$ cat src/rtl/sop_pkg.sv
// Shared types and default sizing for the truth-table extractor and its emitter.
package sop_pkg;

  typedef enum logic [2:0] {
    IDLE,
    SETTLE_W,
    SAMPLE,
    EMIT,
    DONE
  } state_t;

  localparam int unsigned SOP_N = 4;
  localparam int unsigned TT_W  = 2 ** SOP_N;
  localparam int unsigned CNT_W = SOP_N + 1;

endpackage

$ cat src/rtl/sop_minterm_emitter.sv
// Walks a recovered truth table and streams set-bit indices in ascending order
// over a registered valid/ready slice; one index per cycle, zeros skipped.
module sop_minterm_emitter
  import sop_pkg::*;
#(
  parameter  int unsigned N       = SOP_N,
  localparam int unsigned TT_BITS = 1 << N,
  localparam int unsigned P_BITS  = N + 1
) (
  input  logic               clk,
  input  logic               rst,
  input  logic               en,
  input  logic [TT_BITS-1:0] table_i,
  input  logic               m_ready,
  output logic               m_valid,
  output logic [N-1:0]       m_idx,
  output logic               fin
);

  logic [P_BITS-1:0] p_q, p_d;
  logic              m_valid_q, m_valid_d;
  logic [N-1:0]      m_idx_q, m_idx_d;
  logic              found;
  logic [N-1:0]      hit;
  logic              take;

  // Lowest set bit at or above the search pointer; descending loop so the lowest wins.
  always_comb begin
    found = 1'b0;
    hit   = '0;
    for (int unsigned i = TT_BITS; i > 0; i--) begin
      if (table_i[i-1] && ((i - 1) >= 32'(p_q))) begin
        found = 1'b1;
        hit   = N'(i - 1);
      end
    end
  end

  assign take = !m_valid_q || m_ready;

  always_comb begin
    p_d       = p_q;
    m_valid_d = m_valid_q;
    m_idx_d   = m_idx_q;
    if (!en) begin
      p_d       = '0;
      m_valid_d = 1'b0;
    end else if (take) begin
      if (found) begin
        m_valid_d = 1'b1;
        m_idx_d   = hit;
        p_d       = P_BITS'(hit) + P_BITS'(1);
      end else begin
        m_valid_d = 1'b0;
        p_d       = P_BITS'(TT_BITS);
      end
    end
  end

  assign fin = en && take && !found;

  always_ff @(posedge clk) begin
    if (rst) begin
      p_q       <= '0;
      m_valid_q <= 1'b0;
      m_idx_q   <= '0;
    end else begin
      p_q       <= p_d;
      m_valid_q <= m_valid_d;
      m_idx_q   <= m_idx_d;
    end
  end

  assign m_valid = m_valid_q;
  assign m_idx   = m_idx_q;

endmodule

$ cat src/rtl/sop_truth_table_extractor.sv
// Scans every input combination of an external N-input function, rebuilds its
// truth table and minterm count, then streams the minterm indices out.
module sop_truth_table_extractor
  import sop_pkg::*;
#(
  parameter  int unsigned N        = SOP_N,
  parameter  int unsigned SETTLE   = 1,
  localparam int unsigned TT_BITS  = 1 << N,
  localparam int unsigned CNT_BITS = N + 1
) (
  input  logic                clk,
  input  logic                rst,
  input  logic                start,
  output logic [N-1:0]        stim,
  input  logic                f_in,
  output logic                busy,
  output logic                m_valid,
  input  logic                m_ready,
  output logic [N-1:0]        m_idx,
  output logic [TT_BITS-1:0]  table_q,
  output logic [CNT_BITS-1:0] count,
  output logic                done
);

  // With no settle time the scan alternates SAMPLE only, giving one cycle per index.
  localparam state_t     SCAN_NEXT   = (SETTLE == 0) ? SAMPLE : SETTLE_W;
  localparam logic [3:0] SETTLE_LAST = 4'((SETTLE == 0) ? 0 : SETTLE - 1);

  state_t                state_q, state_d;
  logic [N-1:0]          idx_q, idx_d;
  logic [3:0]            settle_q, settle_d;
  logic [TT_BITS-1:0]    table_d;
  logic [CNT_BITS-1:0]   cnt_q, cnt_d;
  logic                  busy_q, busy_d;
  logic                  done_q, done_d;
  logic                  emit_fin;

  always_comb begin
    state_d  = state_q;
    idx_d    = idx_q;
    settle_d = settle_q;
    table_d  = table_q;
    cnt_d    = cnt_q;
    busy_d   = busy_q;
    done_d   = 1'b0;
    unique case (state_q)
      IDLE: begin
        if (start) begin
          idx_d    = '0;
          settle_d = '0;
          table_d  = '0;
          cnt_d    = '0;
          busy_d   = 1'b1;
          state_d  = SCAN_NEXT;
        end
      end
      SETTLE_W: begin
        if (settle_q == SETTLE_LAST) begin
          settle_d = '0;
          state_d  = SAMPLE;
        end else begin
          settle_d = settle_q + 4'd1;
        end
      end
      SAMPLE: begin
        table_d[idx_q] = f_in;
        cnt_d          = cnt_q + CNT_BITS'(f_in);
        if (idx_q == '1) begin
          state_d = EMIT;
        end else begin
          idx_d   = idx_q + N'(1);
          state_d = SCAN_NEXT;
        end
      end
      EMIT: begin
        if (emit_fin) begin
          done_d  = 1'b1;
          state_d = DONE;
        end
      end
      DONE: begin
        busy_d  = 1'b0;
        state_d = IDLE;
      end
      default: state_d = IDLE;
    endcase
  end

  always_ff @(posedge clk) begin
    if (rst) begin
      state_q  <= IDLE;
      idx_q    <= '0;
      settle_q <= '0;
      table_q  <= '0;
      cnt_q    <= '0;
      busy_q   <= 1'b0;
      done_q   <= 1'b0;
    end else begin
      state_q  <= state_d;
      idx_q    <= idx_d;
      settle_q <= settle_d;
      table_q  <= table_d;
      cnt_q    <= cnt_d;
      busy_q   <= busy_d;
      done_q   <= done_d;
    end
  end

  sop_minterm_emitter #(.N(N)) u_emitter (
    .clk     (clk),
    .rst     (rst),
    .en      (state_q == EMIT),
    .table_i (table_q),
    .m_ready (m_ready),
    .m_valid (m_valid),
    .m_idx   (m_idx),
    .fin     (emit_fin)
  );

  assign stim  = idx_q;
  assign busy  = busy_q;
  assign count = cnt_q;
  assign done  = done_q;

endmodule

$ cat config.mk
export PLATFORM = sky130hd
export DESIGN_NAME = sop_truth_table_extractor
export DESIGN_NICKNAME = d
export VERILOG_FILES = /design/src/rtl/sop_pkg.sv /design/src/rtl/sop_minterm_emitter.sv /design/src/rtl/sop_truth_table_extractor.sv
export SDC_FILE = /design/constraint.sdc
export NUM_CORES = 1
export LEC_CHECK = 0
export CAP_MARGIN = 10
export CORE_UTILIZATION = 54
export DETAILED_ROUTE_END_ITERATION = 16
export PLACE_DENSITY_LB_ADDON = 0.05
export SLEW_MARGIN = 5
export SYNTH_ARGS = -nofsm -noshare
export SYNTH_HDL_FRONTEND = slang
export SYNTH_SLANG_ARGS = --single-unit
$ cat constraint.sdc
create_clock -name clk -period 2.78 [get_ports clk]
set_input_delay 0.695 -clock clk [delete_from_list [all_inputs] [get_ports clk]]
set_output_delay 0.695 -clock clk [all_outputs]
set_load 0.005 [all_outputs]
==> out/metrics.yaml <==
pwr:
  p_leak_nw: 1.01
  power_mw: 1.22
  power_density_mw_per_mm2: 406
  p_sw_share_pct: 23.2
  pwr-share-seq_pct: 52.8
  intPower_mw: 0.940
  pwr-share-clk_pct: 38.9
  irDropWorstVdd_uv: 274
  switching_power_mw: 0.284
  p_comb_share_pct: 8.3
worst_setup_path:
  startpoint: "u_emitter.p_q[1]$_SDFFE_PP0N_"
  r2r_start: "u_emitter.p_q[1]$_SDFFE_PP0N_"
  cp.arrival_ns: 2.68
  crit_fanout: 13
  endpoint_kind: "flop"
  r2r_end: "u_emitter.p_q[4]$_SDFFE_PP0N_"
  reg2reg_depth: 8
  critPathRequiredTime_ns: 2.99
  crit_end: "u_emitter.p_q[4]$_SDFFE_PP0N_"
  critical_path_class: "reg2reg"
  worstSetupStartpointType: "flop"
  r2r_setup_slack_ns: 0.31
global_routing:
  gr-total-overflow: 0
  grt_start_max_net_pins: 41
  grt_pass1_vias: 2229
  track_usage_pct: 26.6
  antenna_found_initial: 0
  grt_pass1_wl_mm: 10.6
final_layout:
  nFillCells: 388
  fin_area_sq_mm: 0.00301
  postLayoutCoreUtil_pct: 68.3
  diodes: 0
  layout-drive-gt1-share_pct: 7.65
  finalNetCount: 353
  area_growth_pct: 20.0
floorplan:
  num_io_pins: 37
  die_h_microns: 70.2
  num_rows: 24
  die_area_sq_mm: 0.00492
  start_util_pct: 56.9
  core-area_sq_mm: 0.00441
  dieWidth_microns: 70.2
timing:
  slew_viol_final: 0
  setup_ws_ns: 0.308
  setup_tns_ns: 0
  setup_viol: 0
  hold_viol: 0
  rsz0062_at_grt: "false"
  clock_skew_ns: 0.00670
  worstMarginPinSlew_ns: 0.551
  max_slew_margin_pct: 62.9
  fin_crit_sh_pct: 88.9
  min_period_ns: 2.47
  timing.fmax_ghz: 0.405
clocking:
  postCtsSetupBuffers: 0
  numCtsBuffers: 5
  cts_tree: "done"
  cts_max_level: 2
  ctsHoldBuffers: 0
  cts_resized: 0
  cts-root-buf: "clkbuf_8"
  clock_path_buffers: 2
  clk_latency_ns: 0.29
  cts.sinks: 44
  cts.reportedPaths.clkPinSlew_ns: 0.08
logic_synthesis:
  synth_edf_count: 0
  syn_area_sq_mm: 0.00251
  ys.flop_type: "dfxtp_1"
  yosysTopAreaCell: "dfxtp_1"
  ys_ff_latch: 44
  synth_top_cell_area_share_pct: 35.1
  async_flop_share_pct: 0
  netlist_top_cells_area: "dfxtp_1 (35%), a21oi_1 (5.6%), ha_1 (4.5%)"
  synth_nets: 321
  synthCells: 307
  yosys_warnings: 0
  ys_types: 58
  yosysSeqAreaShare_pct: 35.1
  syn_avg_cell_area_sq_um: 8.18
drt:
  viasPerCell: 6.30
  avgRoutedWirePerCell_microns: 16.0
  wl_mm: 6.28
  drt_iter0_markers: 143
  vias: 2470
  drc: 0
  drt_first_pass_iters: 4
  ant_nets: 0
job:
  cap_violations: 0
placement:
  gp_congestion: 0.921
  dp_slack_ns: 0.386
  placed_area_sq_mm: 0.00291
  dpl.hpwl_mm: 4.56
  portBuffers: 36
worst_hold_path:
  hp-class: "reg2reg"
outcome:
  outcome: "finished clean"
## cells by family (layout without fill, tap and decap cells)
| kind of cell | Yosys count | count (layout) | synth area share (%) |
|---|---|---|---|
| xor+xnor | 4 | 4 | 1.40 |
| fa+ha+maj | 9 | 9 | 4.49 |
| mux | 4 | 4 | 1.60 |
| compound gates | 90 | 90 | 25.6 |
| simple gates | 129 | 129 | 27.1 |
| buf+inv | 27 | 60 | 4.79 |
| flops | 44 | 44 | 35.1 |
## registers in the layout, summed over array words and instances (netlist names)
register and count:
table_q 16, count 5, u_emitter.p_q 5, settle_q 4, stim 4, u_emitter.m_idx 4
state_q 3, busy 1, done 1, u_emitter.m_valid 1
## Yosys cell counts, drive strengths merged (3+ instances only)
| library cell | n |
|---|---|
| nor2b | 4 |
| nand2b | 5 |
| a22oi | 4 |
| nor2 | 28 |
| nor3b | 3 |
| a21oi | 28 |
| a311oi | 3 |
| and2 | 3 |
| o21ai | 12 |
| a21boi | 6 |
| o311ai | 4 |
| nor3 | 7 |
| dfxtp | 44 |
| inv | 8 |
| clkbuf | 14 |
| nand4 | 15 |
| nand2 | 26 |
| a211oi | 5 |
| nand3b | 4 |
| buf | 5 |
| ha | 9 |
| mux2i | 4 |
| o211ai | 10 |
| nor4 | 4 |
| nand4b | 3 |
| nand3 | 21 |
## worst max-delay path, stage by stage, from the launching register on
cell	delay [ns]
dfxtp_1	0.57
nand4_1	0.19
a211o_1	0.32
a311oi_1	0.32
o211ai_1	0.20
a21boi_1	0.25
ha_1	0.23
nand2_1	0.06
a221oi_1	0.24
## worst min-delay path by stage
stage	slack (ns)	from	to	cells past startpoint
floorplan	0.46	count[4]$_SDFFE_PP0P_	count[4]$_SDFFE_PP0P_	1
global placement	0.46	count[4]$_SDFFE_PP0P_	count[4]$_SDFFE_PP0P_	1
detailed placement	0.46	count[4]$_SDFFE_PP0P_	count[4]$_SDFFE_PP0P_	1
CTS	0.48	count[4]$_SDFFE_PP0P_	count[4]$_SDFFE_PP0P_	1
global route	0.52	count[4]$_SDFFE_PP0P_	count[4]$_SDFFE_PP0P_	1
finish	0.47	count[4]$_SDFFE_PP0P_	count[4]$_SDFFE_PP0P_	1
## cell usage in the layout (no fill, tap or decap), types with 7 or more instances in the layout
cell type        Yosys  layout
clkdlybuf4s50_1      0      36
a21oi_1             28      28
nand3_1             21      21
nor2_1              27      27
nand4_1             15      15
ha_1                 9       9
o211ai_1            10      10
inv_1                7       7
buf_4                0       8
dfxtp_1             44      44
nand2_1             26      26
## power by group through the flow
stage	Clock (mW)	Combinational [mW]	Sequential (mW)
after floorplan	0	0.0686	0.656
after global placement	0	0.100	0.659
after detailed placement	0	0.101	0.660
after CTS	0.492	0.101	0.645
after global routing	0.515	0.114	0.647
final	0.476	0.102	0.645
## through the flow
stage / hold WS, ns / instances
2_1_floorplan: 0.465 / 307
3_3_place_gp: 0.464 / 384
3_5_place_dp: 0.464 / 384
4_1_cts: 0.480 / 392
5_1_grt: 0.521 / 392
6_report: 0.474 / 392
## layer usage
layer  up-vias  track usage, %  wire length [microns]
met1      1154            36.0                   2960
met4         0            13.3                    155
met2        82            41.0                   2840
met5         -               0                      0
met3        10            4.47                    331
li1       1224               -                      -
## layout make-up
type	instances	area [sq um]	share of cell area, %
flip-flops and latches	44	881	29.2
repair buffers	44	420	14.0
multi-input cells	236	1510	50.1
clock inverters	2	35.0	1.16
clock buffers	6	72.6	2.41
inverters	8	30.0	0.997
well taps	52	65.1	2.16
No activity file was read; power rests on OpenSTA's default activity.
